[config.mk]
export PLATFORM = sky130hd
export DESIGN_NAME = inst_fetch_ctrl
export DESIGN_NICKNAME = d
export VERILOG_FILES = /design/src/rtl/inst_fetch_ctrl.sv
export SDC_FILE = /design/constraint.sdc
export NUM_CORES = 1
export LEC_CHECK = 0
export CAP_MARGIN = 20
export CORE_ASPECT_RATIO = 0.75
export CORE_UTILIZATION = 40
export DETAILED_ROUTE_END_ITERATION = 8
export HOLD_SLACK_MARGIN = 0.1
export PLACE_DENSITY = 0.8
export SKIP_LAST_GASP = 1
export SLEW_MARGIN = 20
export SYNTH_ARGS = -nofsm -noshare
export SYNTH_HDL_FRONTEND = slang
export SYNTH_SLANG_ARGS = --single-unit
[constraint.sdc]
create_clock -name clk -period 2.1 [get_ports clk]
set_input_delay 0.21 -clock clk [delete_from_list [all_inputs] [get_ports clk]]
set_output_delay 0.21 -clock clk [all_outputs]
set_load 0.005 [all_outputs]
[src/rtl/inst_fetch_ctrl.sv]
// Instruction-fetch controller: owns the PC, drives the instruction ROM address and
// sequences the IF/ID register through boot, stalls, redirects and halt.
module inst_fetch_ctrl #(
   parameter logic [5:0]  START_ADDR = 6'h01,
   parameter logic [31:0] NOP_WORD   = 32'h00000000
) (
   input  logic        clk,
   input  logic        rst_n,
   input  logic        stall,
   input  logic        br_taken,
   input  logic [5:0]  br_npc,
   input  logic [15:0] br_offset,
   input  logic        jmp,
   input  logic [25:0] jmp_target,
   input  logic        halt_req,
   output logic [5:0]  rom_a,
   input  logic [31:0] rom_inst,
   output logic [31:0] if_id_inst,
   output logic [5:0]  if_id_npc,
   output logic        if_id_valid,
   output logic        id_flush,
   output logic [15:0] fetch_cnt,
   output logic        halted
);

   typedef enum logic [1:0] {BOOT, RUN, HALT} state_t;

   state_t      state, state_nx;
   logic [5:0]  pc, pc_nx;
   logic [31:0] inst_nx;
   logic [5:0]  npc_nx;
   logic        valid_nx;
   logic        flush_nx;
   logic [15:0] cnt_nx;
   logic        unused_bits;

   // Only the low six bits of the offset and jump field can address the ROM.
   assign unused_bits = ^{br_offset[15:6], jmp_target[25:6]};

   assign rom_a  = pc;
   assign halted = (state == HALT);

   always_ff @(posedge clk or negedge rst_n) begin
      if (!rst_n) begin
         state       <= BOOT;
         pc          <= START_ADDR;
         if_id_inst  <= NOP_WORD;
         if_id_npc   <= 6'd0;
         if_id_valid <= 1'b0;
         id_flush    <= 1'b0;
         fetch_cnt   <= 16'd0;
      end else begin
         state       <= state_nx;
         pc          <= pc_nx;
         if_id_inst  <= inst_nx;
         if_id_npc   <= npc_nx;
         if_id_valid <= valid_nx;
         id_flush    <= flush_nx;
         fetch_cnt   <= cnt_nx;
      end
   end

   // Redirects outrank stall so a squashed wrong-path fetch can never be held in IF/ID.
   always_comb begin
      state_nx = state;
      pc_nx    = pc;
      inst_nx  = if_id_inst;
      npc_nx   = if_id_npc;
      valid_nx = if_id_valid;
      flush_nx = 1'b0;
      cnt_nx   = fetch_cnt;
      case (state)
         BOOT: begin
            state_nx = RUN;
         end
         RUN: begin
            if (br_taken) begin
               pc_nx    = br_npc + br_offset[5:0];
               inst_nx  = NOP_WORD;
               npc_nx   = 6'd0;
               valid_nx = 1'b0;
               flush_nx = 1'b1;
            end else if (jmp) begin
               pc_nx    = jmp_target[5:0];
               inst_nx  = NOP_WORD;
               npc_nx   = 6'd0;
               valid_nx = 1'b0;
            end else if (stall) begin
               pc_nx = pc;
            end else if (halt_req) begin
               state_nx = HALT;
               inst_nx  = NOP_WORD;
               npc_nx   = 6'd0;
               valid_nx = 1'b0;
            end else begin
               inst_nx  = rom_inst;
               npc_nx   = pc + 6'd1;
               valid_nx = 1'b1;
               pc_nx    = pc + 6'd1;
               if (fetch_cnt != 16'hFFFF) begin
                  cnt_nx = fetch_cnt + 16'd1;
               end
            end
         end
         HALT: begin
            inst_nx  = NOP_WORD;
            npc_nx   = 6'd0;
            valid_nx = 1'b0;
            if (!halt_req) begin
               state_nx = RUN;
            end
         end
         default: begin
            state_nx = BOOT;
         end
      endcase
   end

endmodule
==> summary.md <==
| Metric | Value |
|---|---|
| Maximum root-to-sink buffer count | `2` |
| Nature of the critical path endpoint | `flop` |
| Post-synthesis cell type count | `between 40 and 50` |
| Minimum clock period | `between 1.5 and 2 ns` |
| Pin count of the biggest net entering global routing | `44` |
| CP Cell Sequence | `inv_1 > ha_1 > nand3_2 > or4_1 > nor2_1 > xor2_1` |
| R2R depth | `6` |
| Post-Synthesis Cells | `256` |
| Fraction of layout cells with a size suffix above 1 | `roughly a tenth` |
| RSZ-0062 raised after global routing | `false` |
| Io pins | `149` |
| Post-route DRC | `0` |
| CP peak stage delay | `roughly 0.68 ns` |
| Via Count | `2494` |
| Fillers | `552` |
| Starting density of the core | `42.4%` |
| Initial antenna violation count | `0` |
| Combinational power share | `40.0%` |
| Post-layout util | `65.3%` |
| First-pass GRT wire length | `roughly 12000 um` |
| Slew Limit Fails | `0` |
| Starting DRT DRC Count | `79` |
| Hold Violations, Final | `0` |
| Gr usage total | `~21%` |
| Post-CTS Setup Bufs | `0` |
| CTS clock-pin slew for the worst setup and hold paths | `approximately 0.070 ns` |
| FP Rows | `26` |
| Tcrit/Tclk final | `91.4%` |
| Seq pwr share | `37.8%` |
| CP arrival | `2.17 ns` |
| Area of the multi-input gates | `1270 um^2` |
| Final Setup Violations | `0` |
| Largest cells by area after synthesis | `dfrtp_1 53%, a22o_1 10%, ha_1 4.7%` |
| GRT overflow | `0` |
| F_max | `0.521 GHz` |
| Most frequent cells in the layout | `117 x clkdlybuf4s50_1, 63 x dfrtp_1, 35 x a22o_1` |
| Avg Cell Area, Syn | `11.5 um^2` |
| Power Internal | `around 3.1 mW` |
| Core region area | `just under 7000 um^2` |
| WL/cell | `~15 um` |
| Status | `completed` |
| Vias in the first global route | `2550` |
| PwrDens | `1030 nW/um^2` |
| Register area | `1600 um^2` |
| TritonCTS clock tree | `built` |
| CP Launch Point | `state[1]` |
| Clock root buffer | `clkbuf_8` |
| Post-synth EDFFs | `0` |
| Diode count | `0` |
| Worst endpoint required time | `2.35 ns` |
| Worst VDD drop | `0.000600 V` |
| Asr flop ratio synth | `100%` |
| Seq cells post-synth | `64` |
| Die H | `approximately 76 um` |
| Post-synth net total | `354` |
| HP Class | `in2async` |
| Startpoint types | `flop` |
| Vias per Instance | `a little over 5` |
| Port bufs | `118` |
| Clock latency on the worst-skew pair | `0.34 ns` |
| Reg2Reg Launch Point | `state[1]` |
| Seq/Total Area, Yosys | `54.3%` |
| Worst Max-Slew Pin Slew | `a little under 0.5 ns` |
| Num CTS Buffers | `9` |
| Final nets | `485` |
| HPWL after DPL | `approximately 5400 um` |
| Final wirelength | `7570 um` |
| Die X | `just over 100 um` |
| Mapped cell area | `2950 um^2` |
| Clock power frac | `22.2%` |
| Switching share of power | `32.7%` |
| Leakage power | `2.03 nW` |
| Biggest area consumer among synthesized cells | `dfrtp_1` |
| Die area | `7730 um^2` |
| Ys Warns | `0` |
| Slew HR | `66.3%` |
| Post-synth top area share | `53.4%` |
| Critical Path Slowest Stage Cell | `or4_1` |
| Final setup TNS | `0 ns` |
| Worst r2r dst | `fetch_cnt[9]` |
| H-tree levels | `3` |
| Worst Skew | `approximately 0.0083 ns` |
| Sw power | `1.53 mW` |
| Placer congestion estimate | `0.807` |
| Drt first pass iters | `4` |
| Clock sinks | `64` |
| Crit-path max FO | `5` |
| Max-cap violations | `0` |
| Reg2Reg Setup Slack | `0.18 ns` |
| Setup CP Type | `reg2reg` |
| Synth Flop Type | `dfrtp_1` |
| Detail Route Antenna Nets | `0` |
| Commonest non-fill, non-tap cell in the layout | `clkdlybuf4s50_1` |
| Area growth, synth to finish | `54.0%` |
cell usage after synthesis (all sizes together), types with 2 or more instances:
cell type  instances
buf                5
nor3               6
ha                11
a22o              35
mux2i              2
or2                2
dfrtp             63
xor2              11
xnor2             12
nor4               3
nand4              3
inv               12
nor2              12
o21ai             15
a21oi              8
a21o               6
clkbuf             6
mux2               2
nand2             18
nand3              7
power by group through the flow:
stage	sequential (mW)	clock, mW	combinational [mW]
after floorplan	1.78	0	0.803
after global placement	1.77	0	1.83
after CTS	1.77	1.07	1.90
after global routing	1.80	1.13	2.05
after detailed placement	1.79	0	1.87
final	1.77	1.04	1.87
state kept, by name, summed over array words and instances, names as in the netlist:
name         cells
state            2
rom_a            6
if_id_valid      1
if_id_inst      32
if_id_npc        6
id_flush         1
fetch_cnt       16
critical path: cells and delay by family (launching register included):
family        cells  cell delay, ns
xor+xnor          1            0.17
flops             1            0.38
simple gates      3            0.94
buf+inv           1            0.14
fa+ha+maj         1            0.21
layer usage:
metal	part of all wire [%]	vias to the layer above	GRT usage [%]
met5	0	-	0
met4	0.90	0	5.07
met3	7.1	8	7.71
met2	47	84	34.6
li1	-	1188	-
met1	45	1214	24.8
repair_timing:
action	in CTS	in global routing
endpoints found under the hold margin	21	0
resized for setup	0	0
hold buffers	1	0
kinds of logic (layout without fill, tap and decap cells):
group	Yosys count	after routing	share of synthesized area (%)
fa+ha+maj	12	12	5.34
simple gates	56	56	10.2
buf+inv	23	158	3.14
compound gates	74	74	18.7
xor+xnor	23	23	6.82
flops	64	64	54.3
mux	4	4	1.44
final cells by class:
| class | count | area share [%] |
|---|---|---|
| Timing Repair Buffer | 131 | 28.9 |
| Multi-Input combinational cell | 169 | 27.9 |
| Clock buffer | 10 | 3.03 |
| Clock inverter | 5 | 1.24 |
| Tap cell | 98 | 2.70 |
| Sequential cell | 64 | 35.3 |
| Inverter | 12 | 0.991 |
worst max path at each step:
stage,depth (start not counted),end,slack (ns)
after floorplan,7,fetch_cnt[13],0.28
after global placement,9,rom_a[4],0.05
after detailed placement,6,fetch_cnt[13],0.01
after CTS,6,fetch_cnt[13],0.15
after global routing,6,fetch_cnt[13],0.07
final,6,fetch_cnt[9],0.18
stage by stage:
step	worst slack [ns]	instance area, um^2	hold slack [ns]	instances	power [mW]
after floorplan	0.280	2950	-0.0856	256	2.58
after global placement	0.0453	4340	0.202	473	3.60
after detailed placement	0.0141	4340	0.202	473	3.66
after CTS	0.152	4550	0.379	489	4.74
after global routing	0.0721	4550	0.395	489	4.97
final	0.182	4550	0.380	489	4.67
Power figures use the tool's default switching activity.
